--- src/rtl/shift_pipe_if.sv ---
// shift_pipe_if: handshake bundle for shift_pipe.
// Input channel: in_valid/in_ready/in_data/in_sa/in_op (in_op: 00 SLL, 01 SRL, 10 SRA, 11 ROR).
// Output channel: out_valid/out_ready/out_data, plus out_carry when SHIFT_PIPE_CARRY_EN is defined.
// master drives operations in and consumes results; slave is the shifter.
interface shift_pipe_if #(parameter int WIDTH = 32);
    localparam int LOG2W = $clog2(WIDTH);
    logic             in_valid;
    logic             in_ready;
    logic [WIDTH-1:0] in_data;
    logic [LOG2W-1:0] in_sa;
    logic [1:0]       in_op;
    logic             out_valid;
    logic             out_ready;
    logic [WIDTH-1:0] out_data;
`ifdef SHIFT_PIPE_CARRY_EN
    logic             out_carry;
`endif
    modport master (
        output in_valid, in_data, in_sa, in_op, out_ready,
        input  in_ready, out_valid, out_data
`ifdef SHIFT_PIPE_CARRY_EN
        , input out_carry
`endif
    );
    modport slave (
        input  in_valid, in_data, in_sa, in_op, out_ready,
        output in_ready, out_valid, out_data
`ifdef SHIFT_PIPE_CARRY_EN
        , output out_carry
`endif
    );
endinterface

--- src/rtl/shift_pipe.sv ---
// shift_pipe: pipelined barrel shifter (SLL/SRL/SRA/ROR) with valid/ready handshake.
// Ports: clk, rst (async, active-high), bus (shift_pipe_if.slave): in_valid/in_ready/in_data/
// in_sa/in_op accept operations, out_valid/out_ready/out_data return results after PIPE cycles.
// Optional: define SHIFT_PIPE_CARRY_EN to add out_carry (last bit shifted out, 0 when sa = 0).
module shift_pipe #(
    parameter int WIDTH = 32,
    parameter int PIPE  = 2
) (
    input  logic         clk,
    input  logic         rst,
    shift_pipe_if.slave  bus
);
    localparam int LOG2W = $clog2(WIDTH);
    // Levels per register stage; trailing stages may get none and just pass through.
    localparam int GRP   = (LOG2W + PIPE - 1) / PIPE;

    logic [WIDTH-1:0]   data_q  [PIPE];
    logic [WIDTH-1:0]   data_d  [PIPE];
    logic [LOG2W-1:0]   sa_q    [PIPE];
    logic [LOG2W-1:0]   sa_d    [PIPE];
    logic [1:0]         op_q    [PIPE];
    logic [1:0]         op_d    [PIPE];
    logic               fill_q  [PIPE];
    logic               fill_d  [PIPE];
    logic               valid_q [PIPE];
    logic               valid_d [PIPE];
`ifdef SHIFT_PIPE_CARRY_EN
    logic               carry_q [PIPE];
    logic               carry_d [PIPE];
`endif
    logic [WIDTH-1:0]   ext;
    logic [2*WIDTH-1:0] wide;
    logic               advance;

    // Global stall: every stage freezes while a result waits for the consumer.
    assign advance       = !valid_q[PIPE-1] || bus.out_ready;
    assign bus.in_ready  = advance && !rst;
    assign bus.out_valid = valid_q[PIPE-1];
    assign bus.out_data  = data_q[PIPE-1];
`ifdef SHIFT_PIPE_CARRY_EN
    assign bus.out_carry = carry_q[PIPE-1];
`endif

    always_comb begin
        ext        = '0;
        wide       = '0;
        data_d[0]  = bus.in_data;
        sa_d[0]    = bus.in_sa;
        op_d[0]    = bus.in_op;
        // Sign bit is captured once at entry and only used as fill for SRA.
        fill_d[0]  = bus.in_data[WIDTH-1] && (bus.in_op == 2'b10);
        valid_d[0] = bus.in_valid;
`ifdef SHIFT_PIPE_CARRY_EN
        carry_d[0] = 1'b0;
`endif
        for (int s = 1; s < PIPE; s++) begin
            data_d[s]  = data_q[s-1];
            sa_d[s]    = sa_q[s-1];
            op_d[s]    = op_q[s-1];
            fill_d[s]  = fill_q[s-1];
            valid_d[s] = valid_q[s-1];
`ifdef SHIFT_PIPE_CARRY_EN
            carry_d[s] = carry_q[s-1];
`endif
        end
        for (int s = 0; s < PIPE; s++) begin
            for (int k = LOG2W - 1; k >= 0; k--) begin
                if ((LOG2W - 1 - k) / GRP == s && sa_d[s][k]) begin
                    // The carry of the last non-zero level equals the overall last bit shifted out.
`ifdef SHIFT_PIPE_CARRY_EN
                    carry_d[s] = (op_d[s] == 2'b00) ? data_d[s][WIDTH-(1<<k)] : data_d[s][(1<<k)-1];
`endif
                    ext  = (op_d[s] == 2'b11) ? data_d[s] : {WIDTH{fill_d[s]}};
                    wide = {ext, data_d[s]} >> (1 << k);
                    data_d[s] = (op_d[s] == 2'b00) ? data_d[s] << (1 << k) : wide[WIDTH-1:0];
                end
            end
        end
    end

    always_ff @(posedge clk or posedge rst) begin
        if (rst) begin
            for (int s = 0; s < PIPE; s++) begin
                data_q[s]  <= '0;
                sa_q[s]    <= '0;
                op_q[s]    <= '0;
                fill_q[s]  <= 1'b0;
                valid_q[s] <= 1'b0;
`ifdef SHIFT_PIPE_CARRY_EN
                carry_q[s] <= 1'b0;
`endif
            end
        end else if (advance) begin
            for (int s = 0; s < PIPE; s++) begin
                data_q[s]  <= data_d[s];
                sa_q[s]    <= sa_d[s];
                op_q[s]    <= op_d[s];
                fill_q[s]  <= fill_d[s];
                valid_q[s] <= valid_d[s];
`ifdef SHIFT_PIPE_CARRY_EN
                carry_q[s] <= carry_d[s];
`endif
            end
        end
    end
endmodule

--- src/flat_wrapper.sv ---
// flat-port wrapper written by rule: the top's interface ports become plain ports
module shift_pipe_flat 
#(
    parameter int WIDTH = 32,
    parameter int PIPE  = 2
)
  (clk, rst, bus_in_valid, bus_in_data, bus_in_sa, bus_in_op, bus_out_ready, bus_in_ready, bus_out_valid, bus_out_data);
  shift_pipe_if #(.WIDTH(WIDTH)) bus_i ();
  input  logic clk;
  input  logic rst;
  input wire logic [$bits(bus_i.in_valid)-1:0] bus_in_valid;
  input wire logic [$bits(bus_i.in_data)-1:0] bus_in_data;
  input wire logic [$bits(bus_i.in_sa)-1:0] bus_in_sa;
  input wire logic [$bits(bus_i.in_op)-1:0] bus_in_op;
  input wire logic [$bits(bus_i.out_ready)-1:0] bus_out_ready;
  output wire logic [$bits(bus_i.in_ready)-1:0] bus_in_ready;
  output wire logic [$bits(bus_i.out_valid)-1:0] bus_out_valid;
  output wire logic [$bits(bus_i.out_data)-1:0] bus_out_data;
  assign bus_i.in_valid = bus_in_valid;
  assign bus_i.in_data = bus_in_data;
  assign bus_i.in_sa = bus_in_sa;
  assign bus_i.in_op = bus_in_op;
  assign bus_i.out_ready = bus_out_ready;
  assign bus_in_ready = bus_i.in_ready;
  assign bus_out_valid = bus_i.out_valid;
  assign bus_out_data = bus_i.out_data;
  shift_pipe #(.WIDTH(WIDTH), .PIPE(PIPE)) u_core (.clk(clk), .rst(rst), .bus(bus_i));
endmodule
--- config.mk ---
export PLATFORM = sky130hd
export DESIGN_NAME = shift_pipe_flat
export DESIGN_NICKNAME = d
export VERILOG_FILES = /design/src/rtl/shift_pipe_if.sv /design/src/rtl/shift_pipe.sv /design/src/flat_wrapper.sv
export SDC_FILE = /design/constraint.sdc
export NUM_CORES = 1
export LEC_CHECK = 0
export CORE_ASPECT_RATIO = 0.9
export CORE_MARGIN = 1
export CORE_UTILIZATION = 59
export DETAILED_ROUTE_END_ITERATION = 6
export PLACE_DENSITY = 0.91
export SLEW_MARGIN = 30
export SYNTH_ARGS = -nofsm -noshare
export SYNTH_HDL_FRONTEND = slang
export SYNTH_SLANG_ARGS = --single-unit
--- constraint.sdc ---
create_clock -name clk -period 3.2 [get_ports clk]
set_input_delay 0.64 -clock clk [delete_from_list [all_inputs] [get_ports clk]]
set_output_delay 0.64 -clock clk [all_outputs]
set_load 0.005 [all_outputs]
# After elaboration in Yosys (flattened, before gate mapping)
# Index checks and enable logic that the tools add are counted.
totals:
  ff_bits: 71
  in_bits: 43
  output_inout_bits: 34
  word_cells: 32
op_classes:
  eq_ne: 3
  n_mux: 15
  n_reduce_logical: 7
ops:
  columns: ["operator", "count"]
  rows:
  - ["32-bit two-way mux", 10]
  - ["16-bit two-way mux", 1]
  - ["8-bit two-way mux", 1]
  - ["2-bit == test (second input constant)", 3]
  - ["2-bit zero test", 2]
  - ["4-bit two-way mux", 1]
  - ["1-bit logical AND", 2]
  - ["1-bit zero test", 2]
  - ["2-bit two-way mux", 1]
  - ["1-bit logical OR", 1]
  - ["1-bit two-way mux", 1]

# Depth between registers and ports, before layout
depth:
  ltp_word: 11
  mapped_depth: 9

# Worst setup path after synthesis
# OpenSTA, ideal clock, no wires.
synth_timing:
  path_type: "in2out"
  startpoint: "input bus_out_ready"
  endpoint: "output bus_in_ready"
  arrival_ns: 1.606
  required_ns: 2.560
  path_slack_ns: 0.954
  cell_stages: 5
  cell_sequence: "nor2b_1 > clkbuf_1 > clkbuf_1 > buf_1 > nor2_1"
synth_via:
  elab_chain_len: 2
synth_rtl:
  columns: ["item", "line_no", "rtl"]
  rows:
  - ["from (decl)", "flat_wrapper.sv:15", "input wire logic [$bits(bus_i.out_ready)-1:0] bus_out_ready;"]
  - ["1-bit logical OR", "shift_pipe.sv:36", "assign advance = !valid_q[PIPE-1] || bus.out_ready;"]
  - ["1-bit logical AND", "shift_pipe.sv:37", "assign bus.in_ready = advance && !rst;"]
  - ["to (decl)", "flat_wrapper.sv:16", "output wire logic [$bits(bus_i.in_ready)-1:0] bus_in_ready;"]
# No other way between the ends.

# Final worst setup path
layout_timing:
  startpoint: "input bus_in_op[0]"
  endpoint: "register u_core.data_q[63] in the netlist's numbering"
layout_via:
  elab_chain_len: 9
  word_cells_on_any_way: 13
layout_rtl:
  columns: ["item", "line_no", "rtl"]
  rows:
  - ["from (decl)", "flat_wrapper.sv:14", "input wire logic [$bits(bus_i.in_op)-1:0] bus_in_op;"]
  - ["2-bit == test", "shift_pipe.sv:51", "fill_d[0] = bus.in_data[WIDTH-1] && (bus.in_op == 2'b10);"]
  - ["1-bit logical AND", "shift_pipe.sv:51", null]
  - ["16-bit two-way mux", "shift_pipe.sv:73", "ext = (op_d[s] == 2'b11) ? data_d[s] : {WIDTH{fill_d[s]}};"]
  - ["32-bit two-way mux", "shift_pipe.sv:75", "data_d[s] = (op_d[s] == 2'b00) ? data_d[s] << (1 << k) : wide[WIDTH-1:0];"]
  - ["32-bit two-way mux", "shift_pipe.sv:68", "if ((LOG2W - 1 - k) / GRP == s && sa_d[s][k]) begin"]
  - ["32-bit two-way mux", "shift_pipe.sv:75", null]
  - ["32-bit two-way mux", "shift_pipe.sv:68", null]
  - ["32-bit two-way mux", "shift_pipe.sv:75", null]
  - ["32-bit two-way mux *", "shift_pipe.sv:68", null]
  - ["to (signal, indexed assignment)", "shift_pipe.sv:95", "data_q[s] <= data_d[s];"]
  - ["to (decl)", "shift_pipe.sv:17", "logic [WIDTH-1:0] data_q [PIPE];"]
# Mark *: on every way between the ends. The rest lies on a longest branch, timed or not.
# A chain may end at the register's enable or synchronous reset.

==> impl_metrics.ini <==
[timing]
hold_violations = 0
period_share_pct = 81.58
fmax_mhz = 383.0
drv_slew = 0
fin_setup_tns_ns = 0
period_needed_ns = 2.611
grt_setup_unrepaired = false
finalSetupViolCount = 0
tightest_slew_ns = 0.7941
worst_slack_ns = 0.5893
slew_headroom_pct = 46.98
fin_skew_ns = 0.009716

[power_and_ir_drop]
leakagePower_nw = 3.134
powerDensity_nw_per_um2 = 506.4
vdd_drop_max_mv = 0.3063

[critical_path]
path_cells = clkdlybuf4s50_1 -> buf_12 -> and2_1 -> a221oi_1 -> o21ai_0 -> nand3_1 -> a32oi_1
worstPathArrival_ns = 2.87
critPathMaxFanout = 49
path_delay_family = compound AO/OA/AOI/OAI gates
path_buf_inv = 2
cp.required_ns = 3.46
critPathSlowestCell = o21ai_0
crit_type = input pin to flip-flop
startpoint_type = input pin
cpPeakStageDelay_ns = 0.58
cp-end-kind = flip-flop

[placed_design]
routabilityCongestion = 1.055
place_ws_ns = 0.2725
dpl.hpwl_um = 17360
io_buffers = 76

[global_route]
grt_usage_pct = 40.38
grt-ovfl-total = 0
grt_pass1_wl_um = 39470
antenna_found_initial = 0
first_global_vias = 7138
grt_max_degree = 72

[cells_and_area]
nets = 958
layout.cells.most_common = nand2_1
area_delta_synth_final_pct = 12.13
nFillCells = 943
final_cell_mix = nand2_1, clkdlybuf4s50_1, a21oi_1, nor2_1, dfrtp_1
n_antenna_cell = 0
layout-drive-gt1-share_pct = 11.75

[die]
ios = 77
dieHeight_um = 106.5
coreArea_um2 = 11620
die_w_um = 118.1
rows = 37
start_util_pct = 61.59
dieArea_um2 = 12580

[clock_network]
cts.sinks = 71
path_clk_slew_ns = 0.05
cts_tree = yes
hold_buffers = 0
cts_root_buf = clkbuf_16
numCtsBuffers = 9
post_cts_buffers = 0
h-tree-depth = 3
clk_path_buf_depth = 2
clock_latency_ns = 0.35
cts_resized = 0

[synthesis]
ys_warn_count = 0
async_flop_share_pct = 100.0
syn_nets = 957
yosys_register_bits = 71
netlist_area_um2 = 7157
synth-edff-count = 0
synth-seq-area-share_pct = 24.83
synth_cells = 914
synth_cell_types = 71
synthFlopType = dfrtp_1
syn_area_per_cell_um2 = 7.830

[flow_run]
maxCapViolations = 0

[drt]
vias = 7766
drt_iter0_markers = 1013
routed_wl_um = 24470
drtPass1Iterations = 7
wl_per_cell_um = 22.76
drc = 10
via_per_inst = 7.224
drtAntennaViolNets = 0

[outcome]
violations = DRC
status = finished, violations left

[worst_hold_path]
min_path_type = flip-flop to flip-flop
## path summary, 6_finish.rpt
path	startpoint	to	slack (ns)	cells after the start
max	bus_in_op[0]	u_core.data_q[63]	0.59	7
min	u_core.valid_d[0]	u_core.bus.out_valid	0.47	1
max reg2reg	u_core.op_d[1]	u_core.bus.out_data[13]	0.77	5
min reg2reg	u_core.valid_d[0]	u_core.bus.out_valid	0.47	1
max in group asynchronous	rst	u_core.bus.out_data[17]	1.98	3
min in group asynchronous	rst	u_core.data_q[33]	0.60	2
## through the flow
step | total power [W] | utilization (%) | hold WS, ns | area [um2] | std cells
CTS | 0.004022 | 69.06 | 0.4727 | 8025 | 1075
floorplan | 0.002563 | - | 0.4300 | 7157 | 914
global placement | 0.003023 | 66.75 | 0.4493 | 7756 | 1060
global route | 0.004276 | 69.06 | 0.4961 | 8025 | 1075
finish | 0.004064 | 69.06 | 0.4701 | 8025 | 1075
detailed placement | 0.003077 | 66.75 | 0.4594 | 7756 | 1060
## area by class of cell
type                    instances  area (um2)  area share (%)
multi-input cells             705        4617           57.53
flip-flops and latches         71        1779           22.17
repair buffers                121        1139           14.19
clock buffers                  14       264.0           3.290
well taps                     156       195.2           2.432
inverters                       7       26.28          0.3274
clock inverters                 1       5.005         0.06236
## cells in the mapped netlist, drive strengths merged, types with 8 or more instances
master	count	area, um2
a311oi	31	271.5
nor2	72	275.3
clkbuf	46	172.7
a211oi	20	150.1
a31oi	12	75.07
buf	85	571.8
a211o	8	70.07
and2	9	56.30
nand4	9	56.30
o21ai	68	340.3
a21oi	72	360.4
mux2i	19	190.2
nand3	26	130.1
nor2b	20	132.6
nand2	146	555.5
nand2b	13	81.33
dfrtp	71	1777
a22oi	12	90.09
a221oi	15	137.6
mux4	26	585.6
## cell families after synthesis
group	synth area share [%]
and+or+nand+nor	21.57
AOI/OAI and AO/OA	30.93
buffers and inverters	10.77
DFF	24.83
muxes	11.78
xor gates and xnor gates	0.1224
## metal layers
metal | vias to the layer above | global-route usage [%] | wire length (um)
met3 | 106 | 7.511 | 2948
met5 | - | 0 | 0
met4 | 0 | 20.15 | 1057
li1 | 3405 | - | -
met1 | 3641 | 54.93 | 9446
met2 | 614 | 61.76 | 11010
## sequential cells by signal, indices dropped and copies added, names as in the netlist
signal / cells
u_core.valid_d: 1
u_core.bus.out_valid: 1
u_core.sa_d: 2
u_core.bus.out_data: 32
u_core.op_d: 2
u_core.fill_d: 1
u_core.data_q: 32
## worst register-to-register path, stage by stage, from the launching register on
cell and delay, ns:
dfrtp_1 0.58, or2_2 0.68, buf_4 0.37, mux4_2 0.34
a21oi_1 0.20, o21ai_0 0.11
## where the power goes
group	internal [W]	switching [W]	leakage, nW
combinational	0.000851	0.000871	2.14
sequential	0.00112	0.000290	0.858
clock	0.000562	0.000374	0.133
total	0.00253	0.00154	3.13
Note: power is estimated with default switching activity, not from simulation.
